<file path="src/rtl/mips_pkg.sv">
// Shared MIPS decode definitions: opcodes, ALU class encodings and the
// control bundle carried down the pipeline.
package mips_pkg;

  localparam logic [5:0] OP_RTYPE = 6'h00;
  localparam logic [5:0] OP_LW    = 6'h23;
  localparam logic [5:0] OP_SW    = 6'h2B;
  localparam logic [5:0] OP_ADDI  = 6'h08;
  localparam logic [5:0] OP_BEQ   = 6'h04;
  localparam logic [5:0] OP_BNE   = 6'h05;
  localparam logic [5:0] OP_J     = 6'h02;

  typedef enum logic [1:0] {
    ALUOP_ADD    = 2'd0,
    ALUOP_BRANCH = 2'd1,
    ALUOP_RTYPE  = 2'd2
  } aluop_e;

  typedef struct packed {
    logic   reg_dst;
    logic   reg_write;
    logic   alu_src;
    logic   mem_read;
    logic   mem_write;
    logic   mem_to_reg;
    aluop_e alu_op;
  } ctrl_t;

  // Bits needed to hold 'value' (so clogb2(31) = 5).
  function automatic int clogb2(input int value);
    int res;
    res = 0;
    for (int v = value; v > 0; v = v >> 1) begin
      res++;
    end
    return res;
  endfunction

  function automatic ctrl_t decode_ctrl(input logic [5:0] opcode);
    ctrl_t c;
    c = '0;
    case (opcode)
      OP_RTYPE: begin
        c.reg_dst   = 1'b1;
        c.reg_write = 1'b1;
        c.alu_op    = ALUOP_RTYPE;
      end
      OP_LW: begin
        c.alu_src    = 1'b1;
        c.mem_read   = 1'b1;
        c.mem_to_reg = 1'b1;
        c.reg_write  = 1'b1;
      end
      OP_SW: begin
        c.alu_src   = 1'b1;
        c.mem_write = 1'b1;
      end
      OP_ADDI: begin
        c.alu_src   = 1'b1;
        c.reg_write = 1'b1;
      end
      OP_BEQ, OP_BNE: c.alu_op = ALUOP_BRANCH;
      default: c = '0;
    endcase
    return c;
  endfunction

endpackage

</file>
<file path="src/rtl/id_stage_hazard_if.sv">
// ID/EX pipeline-register bundle; the decode stage drives it as master and
// the execute stage consumes it as slave.
interface id_stage_hazard_if #(
  parameter int DATA_W = 32,
  parameter int REG_AW = 5
);
  logic [DATA_W-1:0] o_data_a;
  logic [DATA_W-1:0] o_data_b;
  logic [DATA_W-1:0] o_imm_ext;
  logic [REG_AW-1:0] o_rs;
  logic [REG_AW-1:0] o_rt;
  logic [REG_AW-1:0] o_rd;
  logic              o_RegDst;
  logic              o_RegWrite;
  logic              o_ALUSrc;
  logic              o_MemRead;
  logic              o_MemWrite;
  logic              o_MemtoReg;
  logic [1:0]        o_ALUOp;

  modport master (
    output o_data_a, o_data_b, o_imm_ext, o_rs, o_rt, o_rd,
    output o_RegDst, o_RegWrite, o_ALUSrc, o_MemRead, o_MemWrite, o_MemtoReg, o_ALUOp
  );

  modport slave (
    input o_data_a, o_data_b, o_imm_ext, o_rs, o_rt, o_rd,
    input o_RegDst, o_RegWrite, o_ALUSrc, o_MemRead, o_MemWrite, o_MemtoReg, o_ALUOp
  );
endinterface

</file>
<file path="src/rtl/hazard_unit.sv">
// Combinational load-use / branch-operand hazard detection and the
// EX/MEM-to-comparator forward selects.
module hazard_unit #(
  parameter int REG_AW = 5
) (
  input  logic              i_is_branch,
  input  logic              i_uses_rt,
  input  logic [REG_AW-1:0] i_rs,
  input  logic [REG_AW-1:0] i_rt,
  input  logic              i_idex_memread,
  input  logic              i_idex_regwrite,
  input  logic [REG_AW-1:0] i_idex_rd,
  input  logic              i_exmem_memtoreg,
  input  logic              i_exmem_regwrite,
  input  logic [REG_AW-1:0] i_exmem_rd,
  output logic              o_stall,
  output logic              o_fwd_a,
  output logic              o_fwd_b
);

  logic [1:0][REG_AW-1:0] src;
  logic [1:0]             br_stall;
  logic [1:0]             br_fwd;
  logic                   load_use;

  assign src = {i_rt, i_rs};

  assign load_use = i_idex_memread && (i_idex_rd != '0) &&
                    ((i_idex_rd == i_rs) || (i_uses_rt && (i_idex_rd == i_rt)));

  // The comparator sits in ID, so a branch source still in flight must either
  // be forwarded from an ALU result in MEM or waited for.
  for (genvar gi = 0; gi < 2; gi++) begin : g_src
    logic live;
    assign live         = i_is_branch && (src[gi] != '0);
    assign br_stall[gi] = live && ((i_idex_regwrite && (i_idex_rd == src[gi])) ||
                                   (i_exmem_regwrite && i_exmem_memtoreg && (i_exmem_rd == src[gi])));
    assign br_fwd[gi]   = live && i_exmem_regwrite && !i_exmem_memtoreg && (i_exmem_rd == src[gi]);
  end

  assign o_stall = load_use || (|br_stall);
  assign o_fwd_a = br_fwd[0];
  assign o_fwd_b = br_fwd[1];

endmodule

</file>
<file path="src/rtl/id_stage_hazard.sv">
// MIPS instruction-decode stage: register file with write-through, branch/jump
// resolution in ID, hazard stalls and the ID/EX register with bubble insertion.
module id_stage_hazard
  import mips_pkg::*;
#(
  parameter int  INSTR_W  = 32,
  parameter int  DATA_W   = 32,
  parameter int  NUM_REGS = 32,
  parameter int  ADDR_W   = 11,
  parameter int  IMM_W    = 16,
  parameter int  CNT_W    = 16,
  localparam int REG_AW   = clogb2(NUM_REGS - 1)
) (
  input  logic               i_clock,
  input  logic               i_soft_reset,
  input  logic               i_enable_pipeline,
  input  logic [INSTR_W-1:0] i_instruction,
  input  logic [ADDR_W-1:0]  i_pc_next,
  input  logic               i_wb_we,
  input  logic [REG_AW-1:0]  i_wb_addr,
  input  logic [DATA_W-1:0]  i_wb_data,
  input  logic               i_idex_memread,
  input  logic               i_idex_regwrite,
  input  logic [REG_AW-1:0]  i_idex_rd,
  input  logic               i_exmem_memtoreg,
  input  logic               i_exmem_regwrite,
  input  logic [REG_AW-1:0]  i_exmem_rd,
  input  logic [DATA_W-1:0]  i_exmem_alu,
  output logic               o_stall,
  output logic               o_flush_if,
  output logic               o_branch_taken,
  output logic [ADDR_W-1:0]  o_branch_dir,
  output logic [CNT_W-1:0]   o_stall_count,
  id_stage_hazard_if.master  idex
);

  logic [5:0]        opcode;
  logic [REG_AW-1:0] rs, rt, rd;
  logic [IMM_W-1:0]  imm;
  ctrl_t             dec_ctrl;
  logic              is_branch, uses_rt;

  assign opcode    = i_instruction[31:26];
  assign rs        = REG_AW'(i_instruction[25:21]);
  assign rt        = REG_AW'(i_instruction[20:16]);
  assign rd        = REG_AW'(i_instruction[15:11]);
  assign imm       = i_instruction[IMM_W-1:0];
  assign dec_ctrl  = decode_ctrl(opcode);
  assign is_branch = (opcode == OP_BEQ) || (opcode == OP_BNE);
  assign uses_rt   = (opcode == OP_RTYPE) || (opcode == OP_SW) || is_branch;

  logic [DATA_W-1:0] rf_q [NUM_REGS];
  logic [DATA_W-1:0] rf_d [NUM_REGS];

  always_comb begin
    rf_d = rf_q;
    if (i_enable_pipeline && i_wb_we && (i_wb_addr != '0)) begin
      rf_d[i_wb_addr] = i_wb_data;
    end
  end

  always_ff @(posedge i_clock) begin
    if (i_soft_reset) begin
      for (int i = 0; i < NUM_REGS; i++) begin
        rf_q[i] <= '0;
      end
    end else begin
      rf_q <= rf_d;
    end
  end

  // Port 0 reads rs, port 1 reads rt; a same-cycle write-back is seen directly.
  logic [1:0][REG_AW-1:0] rd_addr;
  logic [1:0][DATA_W-1:0] rd_data;

  assign rd_addr = {rt, rs};

  for (genvar gi = 0; gi < 2; gi++) begin : g_rd_port
    assign rd_data[gi] = (rd_addr[gi] == '0) ? '0 :
                         (i_wb_we && (i_wb_addr == rd_addr[gi])) ? i_wb_data :
                         rf_q[rd_addr[gi]];
  end

  logic hz_stall, fwd_a, fwd_b;

  hazard_unit #(.REG_AW(REG_AW)) u_hazard (
    .i_is_branch      (is_branch),
    .i_uses_rt        (uses_rt),
    .i_rs             (rs),
    .i_rt             (rt),
    .i_idex_memread   (i_idex_memread),
    .i_idex_regwrite  (i_idex_regwrite),
    .i_idex_rd        (i_idex_rd),
    .i_exmem_memtoreg (i_exmem_memtoreg),
    .i_exmem_regwrite (i_exmem_regwrite),
    .i_exmem_rd       (i_exmem_rd),
    .o_stall          (hz_stall),
    .o_fwd_a          (fwd_a),
    .o_fwd_b          (fwd_b)
  );

  logic [DATA_W-1:0] cmp_a, cmp_b;
  logic              branch_taken;
  logic [ADDR_W-1:0] branch_dir;

  assign cmp_a = fwd_a ? i_exmem_alu : rd_data[0];
  assign cmp_b = fwd_b ? i_exmem_alu : rd_data[1];

  always_comb begin
    branch_taken = 1'b0;
    branch_dir   = '0;
    if (i_enable_pipeline && !hz_stall) begin
      if (((opcode == OP_BEQ) && (cmp_a == cmp_b)) ||
          ((opcode == OP_BNE) && (cmp_a != cmp_b))) begin
        branch_taken = 1'b1;
        branch_dir   = i_pc_next + imm[ADDR_W-1:0];
      end else if (opcode == OP_J) begin
        branch_taken = 1'b1;
        branch_dir   = i_instruction[ADDR_W-1:0];
      end
    end
  end

  assign o_stall        = i_enable_pipeline && hz_stall;
  assign o_branch_taken = branch_taken;
  assign o_branch_dir   = branch_dir;
  assign o_flush_if     = branch_taken;

  logic [DATA_W-1:0] data_a_q, data_a_d, data_b_q, data_b_d, imm_ext_q, imm_ext_d;
  logic [REG_AW-1:0] rs_q, rs_d, rt_q, rt_d, rd_q, rd_d;
  ctrl_t             ctrl_q, ctrl_d;
  logic [CNT_W-1:0]  cnt_q, cnt_d;

  // On a stall only the control bundle is zeroed; operand fields still load.
  always_comb begin
    data_a_d  = data_a_q;
    data_b_d  = data_b_q;
    imm_ext_d = imm_ext_q;
    rs_d      = rs_q;
    rt_d      = rt_q;
    rd_d      = rd_q;
    ctrl_d    = ctrl_q;
    cnt_d     = cnt_q;
    if (i_enable_pipeline) begin
      data_a_d  = rd_data[0];
      data_b_d  = rd_data[1];
      imm_ext_d = {{(DATA_W - IMM_W){imm[IMM_W-1]}}, imm};
      rs_d      = rs;
      rt_d      = rt;
      rd_d      = rd;
      ctrl_d    = hz_stall ? '0 : dec_ctrl;
      if (hz_stall && (cnt_q != '1)) begin
        cnt_d = cnt_q + CNT_W'(1);
      end
    end
  end

  always_ff @(posedge i_clock) begin
    if (i_soft_reset) begin
      data_a_q  <= '0;
      data_b_q  <= '0;
      imm_ext_q <= '0;
      rs_q      <= '0;
      rt_q      <= '0;
      rd_q      <= '0;
      ctrl_q    <= '0;
      cnt_q     <= '0;
    end else begin
      data_a_q  <= data_a_d;
      data_b_q  <= data_b_d;
      imm_ext_q <= imm_ext_d;
      rs_q      <= rs_d;
      rt_q      <= rt_d;
      rd_q      <= rd_d;
      ctrl_q    <= ctrl_d;
      cnt_q     <= cnt_d;
    end
  end

  assign o_stall_count   = cnt_q;
  assign idex.o_data_a   = data_a_q;
  assign idex.o_data_b   = data_b_q;
  assign idex.o_imm_ext  = imm_ext_q;
  assign idex.o_rs       = rs_q;
  assign idex.o_rt       = rt_q;
  assign idex.o_rd       = rd_q;
  assign idex.o_RegDst   = ctrl_q.reg_dst;
  assign idex.o_RegWrite = ctrl_q.reg_write;
  assign idex.o_ALUSrc   = ctrl_q.alu_src;
  assign idex.o_MemRead  = ctrl_q.mem_read;
  assign idex.o_MemWrite = ctrl_q.mem_write;
  assign idex.o_MemtoReg = ctrl_q.mem_to_reg;
  assign idex.o_ALUOp    = ctrl_q.alu_op;

endmodule

</file>
<file path="src/flat_wrapper.sv">
// flat-port wrapper written by rule: the top's interface ports become plain ports
module id_stage_hazard_flat import mips_pkg::*;
#(
  parameter int  INSTR_W  = 32,
  parameter int  DATA_W   = 32,
  parameter int  NUM_REGS = 32,
  parameter int  ADDR_W   = 11,
  parameter int  IMM_W    = 16,
  parameter int  CNT_W    = 16,
  localparam int REG_AW   = clogb2(NUM_REGS - 1)
)
  (i_clock, i_soft_reset, i_enable_pipeline, i_instruction, i_pc_next, i_wb_we, i_wb_addr, i_wb_data, i_idex_memread, i_idex_regwrite, i_idex_rd, i_exmem_memtoreg, i_exmem_regwrite, i_exmem_rd, i_exmem_alu, o_stall, o_flush_if, o_branch_taken, o_branch_dir, o_stall_count, idex_o_data_a, idex_o_data_b, idex_o_imm_ext, idex_o_rs, idex_o_rt, idex_o_rd, idex_o_RegDst, idex_o_RegWrite, idex_o_ALUSrc, idex_o_MemRead, idex_o_MemWrite, idex_o_MemtoReg, idex_o_ALUOp);
  id_stage_hazard_if #(.DATA_W(DATA_W), .REG_AW((5))) idex_i ();
  input  logic i_clock;
  input  logic i_soft_reset;
  input  logic i_enable_pipeline;
  input  logic [INSTR_W-1:0] i_instruction;
  input  logic [ADDR_W-1:0] i_pc_next;
  input  logic i_wb_we;
  input  logic [REG_AW-1:0] i_wb_addr;
  input  logic [DATA_W-1:0] i_wb_data;
  input  logic i_idex_memread;
  input  logic i_idex_regwrite;
  input  logic [REG_AW-1:0] i_idex_rd;
  input  logic i_exmem_memtoreg;
  input  logic i_exmem_regwrite;
  input  logic [REG_AW-1:0] i_exmem_rd;
  input  logic [DATA_W-1:0] i_exmem_alu;
  output logic o_stall;
  output logic o_flush_if;
  output logic o_branch_taken;
  output logic [ADDR_W-1:0] o_branch_dir;
  output logic [CNT_W-1:0] o_stall_count;
  output wire logic [$bits(idex_i.o_data_a)-1:0] idex_o_data_a;
  output wire logic [$bits(idex_i.o_data_b)-1:0] idex_o_data_b;
  output wire logic [$bits(idex_i.o_imm_ext)-1:0] idex_o_imm_ext;
  output wire logic [$bits(idex_i.o_rs)-1:0] idex_o_rs;
  output wire logic [$bits(idex_i.o_rt)-1:0] idex_o_rt;
  output wire logic [$bits(idex_i.o_rd)-1:0] idex_o_rd;
  output wire logic [$bits(idex_i.o_RegDst)-1:0] idex_o_RegDst;
  output wire logic [$bits(idex_i.o_RegWrite)-1:0] idex_o_RegWrite;
  output wire logic [$bits(idex_i.o_ALUSrc)-1:0] idex_o_ALUSrc;
  output wire logic [$bits(idex_i.o_MemRead)-1:0] idex_o_MemRead;
  output wire logic [$bits(idex_i.o_MemWrite)-1:0] idex_o_MemWrite;
  output wire logic [$bits(idex_i.o_MemtoReg)-1:0] idex_o_MemtoReg;
  output wire logic [$bits(idex_i.o_ALUOp)-1:0] idex_o_ALUOp;
  assign idex_o_data_a = idex_i.o_data_a;
  assign idex_o_data_b = idex_i.o_data_b;
  assign idex_o_imm_ext = idex_i.o_imm_ext;
  assign idex_o_rs = idex_i.o_rs;
  assign idex_o_rt = idex_i.o_rt;
  assign idex_o_rd = idex_i.o_rd;
  assign idex_o_RegDst = idex_i.o_RegDst;
  assign idex_o_RegWrite = idex_i.o_RegWrite;
  assign idex_o_ALUSrc = idex_i.o_ALUSrc;
  assign idex_o_MemRead = idex_i.o_MemRead;
  assign idex_o_MemWrite = idex_i.o_MemWrite;
  assign idex_o_MemtoReg = idex_i.o_MemtoReg;
  assign idex_o_ALUOp = idex_i.o_ALUOp;
  id_stage_hazard #(.INSTR_W(INSTR_W), .DATA_W(DATA_W), .NUM_REGS(NUM_REGS), .ADDR_W(ADDR_W), .IMM_W(IMM_W), .CNT_W(CNT_W)) u_core (.i_clock(i_clock), .i_soft_reset(i_soft_reset), .i_enable_pipeline(i_enable_pipeline), .i_instruction(i_instruction), .i_pc_next(i_pc_next), .i_wb_we(i_wb_we), .i_wb_addr(i_wb_addr), .i_wb_data(i_wb_data), .i_idex_memread(i_idex_memread), .i_idex_regwrite(i_idex_regwrite), .i_idex_rd(i_idex_rd), .i_exmem_memtoreg(i_exmem_memtoreg), .i_exmem_regwrite(i_exmem_regwrite), .i_exmem_rd(i_exmem_rd), .i_exmem_alu(i_exmem_alu), .o_stall(o_stall), .o_flush_if(o_flush_if), .o_branch_taken(o_branch_taken), .o_branch_dir(o_branch_dir), .o_stall_count(o_stall_count), .idex(idex_i));
endmodule
</file>
<file path="config.mk">
export PLATFORM = sky130hd
export DESIGN_NAME = id_stage_hazard_flat
export DESIGN_NICKNAME = d
export VERILOG_FILES = /design/src/rtl/mips_pkg.sv /design/src/rtl/id_stage_hazard_if.sv /design/src/rtl/hazard_unit.sv /design/src/rtl/id_stage_hazard.sv /design/src/flat_wrapper.sv
export SDC_FILE = /design/constraint.sdc
export NUM_CORES = 2
export LEC_CHECK = 0
export ABC_AREA = 0
export CORE_MARGIN = 5
export CORE_UTILIZATION = 40
export DETAILED_ROUTE_END_ITERATION = 8
export PLACE_DENSITY = 0.7
export RECOVER_POWER = 25
export SYNTH_ARGS = -nofsm -noshare
export SYNTH_HDL_FRONTEND = slang
export SYNTH_SLANG_ARGS = --single-unit
</file>
<file path="constraint.sdc">
create_clock -name i_clock -period 6.33 [get_ports i_clock]
set_input_delay 1.5825 -clock i_clock [delete_from_list [all_inputs] [get_ports i_clock]]
set_output_delay 1.5825 -clock i_clock [all_outputs]
set_load 0.05 [all_outputs]
</file>
==> results.py <==
metrics = {
    "setup_path": {
        "startpoint": "i_instruction[23]",
        "cp_num_buf_inv": 7,
        "reg2reg_to": "u_core.idex.o_data_b[19]$_SDFFE_PP0P_",
        "start_kind": "input pin",
        "critical_path_required_ns": 4.75,
        "r2r_slack_ns": 3.26,
        "crit_path_cell_trace": "clkbuf_8 > buf_4 > nand2_1 > buf_4 > a2111oi_0 > buf_4 > a2111o_1 > o21ai_1 > buf_4 > or3_1 > o2111ai_2 > o211ai_1 > nor4_1 > nand4_1 > buf_6 > xnor2_4 > and2_4 > or2_4 > buf_12",
        "path_max_fanout": 14,
        "crit_top_cell": "buf_4",
        "crit_family": "buffers and inverters",
        "reg2reg_depth": 8,
        "critPathSlowestCell": "a2111oi_0",
        "r2r_start": "u_core.rf_q[83]$_SDFFE_PP0P_",
        "cp.arrival_ns": 6.01,
        "worstSetupPathType": "in2out",
        "critPathMaxStageDelay_ns": 0.51,
        "crit_path_end_kind": "output pin",
    },
    "floorplanning": {
        "design.core.area_sq_mm": 0.149,
        "io_pins": 279,
        "die_area_sq_mm": 0.158,
        "die_w_um": 397,
        "die_height_um": 397,
        "initial_core_util_pct": 40.1,
        "rows": 142,
    },
    "placement": {
        "port_buffers": 278,
        "placed_area_sq_mm": 0.0705,
        "dp_hpwl_mm": 201,
        "place_congestion": 1.06,
    },
    "timing": {
        "relSlewSlack_pct": -137,
        "finalHoldViolCount": 0,
        "rsz0062_at_grt": "yes",
        "setup_viol": 13,
        "max_freq_mhz": 132,
        "setup_ws_ns": -1.26,
        "worst_pin_slew_ns": 3.56,
        "fin_crit_sh_pct": 120,
        "finClkSkew_ns": 0.0331,
        "finalCriticalPeriod_ns": 7.59,
        "final_max_slew_viol_count": 1224,
    },
    "status": {
        "run_status": "finished with violations",
        "violations": "capacitance limit, slew limit, setup timing",
    },
    "route": {
        "viasPerCell": 6.54,
        "dr_total_vias": 63300,
        "drc": 0,
        "postRouteAntennaNets": 0,
        "drt-wirelength-per-cell_um": 31.6,
        "drtIter0Drc": 12000,
        "routed_wl_mm": 305,
        "drtPass1Iterations": 9,
    },
    "clock_network": {
        "htree_levels": 3,
        "cts_buffer_depth": 3,
        "cts_tree": "built",
        "cts.sinks": 1137,
        "cts.clk_slew.worst_paths_ns": 0.06,
        "cts_buffers": 118,
        "postCtsHoldBufs": 0,
        "insertion_delay_ns": 0.79,
        "cts-root-buf": "clkbuf_16",
    },
    "global_route": {
        "antenna_found_initial": 28,
        "grt_pass1_wl_mm": 424,
        "grt.total_usage_pct": 36.9,
        "grt_overflow": 0,
        "grt_max_degree": 171,
        "grt_pass1_vias": 58900,
    },
    "logic_synthesis": {
        "ys_seq_elements": 1137,
        "synthCells": 6913,
        "synth_area_sq_mm": 0.0600,
        "synth_edf_count": 0,
        "synth_cell_type_count": 95,
        "avgSynthCellArea_sq_um": 8.68,
        "syn-num-nets": 7055,
        "ys_warn_count": 0,
        "synthArstFlopShare_pct": 0,
        "synthFlopType": "dfxtp_1",
        "seq_area_frac_synth_pct": 38.0,
    },
    "power_and_ir_drop": {
        "power_density_mw_per_mm2": 227,
        "p_leak_uw": 0.0270,
        "ir_drop_uv": 247,
    },
    "layout": {
        "fin_util_pct": 50.9,
        "finalNetCount": 7693,
        "fillCellCount": 13300,
        "design_area_sq_mm": 0.0760,
        "syn2layout_area_growth_pct": 26.8,
        "drive_gt1_share_pct": 23.5,
    },
    "min_path": {
        "min_path_type": "reg2reg",
        "hold_path_end": "u_core.idex.o_data_b[19]$_SDFFE_PP0P_",
        "hp-start": "u_core.idex.o_data_b[19]$_SDFFE_PP0P_",
        "holdPathStages": 2,
    },
    "job": {
        "drv_cap": 18,
    },
}
==> placed cells by master, fill, tap and decap left out, types with 33 or more instances in the layout <==
cell	instances
xnor2_1	41
clkbuf_16	124
a21oi_1	1076
a22oi_1	95
nor3_1	33
nor2_1	183
mux2_2	34
clkbuf_1	41
buf_4	767
nand3_1	39
a211oi_1	50
nor2b_1	61
dlygate4sd3_1	87
o21ai_0	65
mux2i_1	279
buf_12	125
nand2_1	2111
dfxtp_1	1137
mux4_2	422
clkdlybuf4s50_1	162
==> logic make-up (layout without fill, tap and decap cells) <==
kind of cell / count (synthesis) / after routing / share of synthesized area, %
AO/OA/AOI/OAI: 1566 / 1566 / 15.1
multiplexers: 759 / 759 / 22.0
XOR/XNOR: 77 / 77 / 1.12
AND/OR/NAND/NOR: 2640 / 2641 / 17.7
other: 0 / 12 / 0
flip-flops: 1137 / 1137 / 38.0
adder cells (fa/ha/maj): 12 / 12 / 0.263
buffers and inverters: 722 / 1458 / 5.90
==> flip-flops by register name, indices dropped and copies added (netlist names) <==
| signal | flops |
|---|---|
| u_core.idex.o_data_a | 32 |
| u_core.idex.o_rt | 5 |
| u_core.idex.o_MemWrite | 1 |
| u_core.idex.o_rs | 5 |
| u_core.idex.o_ALUSrc | 1 |
| u_core.idex.o_rd | 5 |
| u_core.idex.o_ALUOp | 2 |
| u_core.idex.o_RegDst | 1 |
| u_core.idex.o_data_b | 32 |
| u_core.rf_q | 1024 |
| u_core.idex.o_MemtoReg | 1 |
| u_core.idex.o_RegWrite | 1 |
| u_core.o_stall_count | 16 |
| u_core.idex.o_imm_ext | 11 |
==> cell type report <==
type	instances	area, sq um	area share (%)
multi-input combinational	5055	34800	45.7
sequential	1137	22800	29.9
timing repair buffer	1218	11700	15.4
clock buffer	174	3480	4.57
tap	2016	2520	3.32
clock inverter	45	694	0.913
inverter	21	82.6	0.109
antenna	12	30.0	0.0395
==> repair_timing <==
action	in CTS	in global routing
setup buffers	17	33
cloned	3	4
setup endpoints to repair	13	13
gates resized for setup	89	97
pin swaps	22	33
==> per-layer routing <==
| metal | GRT usage, % | up-vias | part of all wire (%) |
|---|---|---|---|
| li1 | - | 25500 | - |
| met1 | 43.7 | 29900 | 33 |
| met2 | 52.4 | 6058 | 40 |
| met3 | 15.8 | 1770 | 16 |
| met4 | 28.4 | 18 | 10 |
| met5 | 1.08 | - | 0.063 |
==> Yosys cell counts (7+ instances only) <==
cell | n | area (sq um)
mux4_1 | 13 | 342
ha_1 | 11 | 138
a21oi_1 | 1083 | 5420
o21bai_1 | 7 | 52.6
o211ai_1 | 7 | 52.6
nand2b_1 | 13 | 81.3
o21ai_0 | 73 | 365
dfxtp_1 | 1137 | 22800
buf_2 | 60 | 300
xor2_1 | 31 | 272
a2111oi_0 | 11 | 96.3
nand3b_1 | 9 | 67.6
mux2i_1 | 285 | 2850
o21ai_1 | 10 | 50.1
a22o_1 | 30 | 263
and3_1 | 23 | 144
nor4_1 | 14 | 87.6
a221oi_1 | 22 | 193
clkbuf_1 | 500 | 1880
o22ai_1 | 33 | 206
a21o_1 | 7 | 52.6
a211oi_1 | 53 | 398
nor3_1 | 42 | 210
a31oi_1 | 19 | 119
a22oi_1 | 104 | 781
and2_1 | 17 | 106
nor2_1 | 217 | 815
o22a_1 | 11 | 96.3
buf_6 | 37 | 417
nand2_1 | 2139 | 8030
or3_1 | 13 | 81.3
buf_4 | 65 | 488
xnor2_1 | 46 | 403
mux4_2 | 422 | 9500
buf_1 | 17 | 63.8
buf_8 | 7 | 105
mux2_2 | 36 | 405
nor2b_1 | 64 | 400
nand3_1 | 40 | 200
o221ai_1 | 9 | 78.8
nand4_1 | 11 | 68.8
inv_1 | 15 | 56.3
o31ai_1 | 9 | 67.6
a32oi_1 | 12 | 105
==> power by group <==
group	leakage, uW	switching [uW]	internal [uW]	total, uW
Clock	0.00205	3210	4410	7620
Combinational	0.0158	1470	908	2380
Sequential	0.00917	42.6	7210	7250
==> worst reg2reg max path: cells and delay by family, from the launching register on <==
kind | cells | cell delay, ns
DFF | 1 | 0.33
AOI/OAI and AO/OA | 4 | 1.27
and+or+nand+nor | 1 | 0.32
muxes | 1 | 0.52
buffers and inverters | 2 | 0.40
==> how the worst max path moves through the flow <==
stage | endpoint | slack [ns] | cells past startpoint
6_report | o_flush_if | -1.26 | 19
5_1_grt | o_flush_if | -1.21 | 20
4_1_cts | o_flush_if | -1.09 | 18
3_5_place_dp | o_flush_if | -1.62 | 19
3_3_place_gp | o_branch_taken | -1.77 | 20
2_1_floorplan | o_flush_if | -0.23 | 20
==> metrics by stage <==
| stage | setup TNS, ns | total power, uW | cells | hold slack (ns) | worst slack [ns] |
|---|---|---|---|---|---|
| floorplan | -2.03 | 8510 | 6913 | 0.441 | -0.232 |
| global route | -15.08 | 17500 | 9666 | 0.481 | -1.21 |
| global placement | -22.61 | 9570 | 9389 | 0.448 | -1.77 |
| finish | -15.80 | 17300 | 9678 | 0.466 | -1.26 |
| detailed placement | -20.68 | 9590 | 9390 | 0.458 | -1.62 |
| CTS | -13.71 | 17100 | 9629 | 0.466 | -1.09 |
No activity file was read; power rests on OpenSTA's default activity.
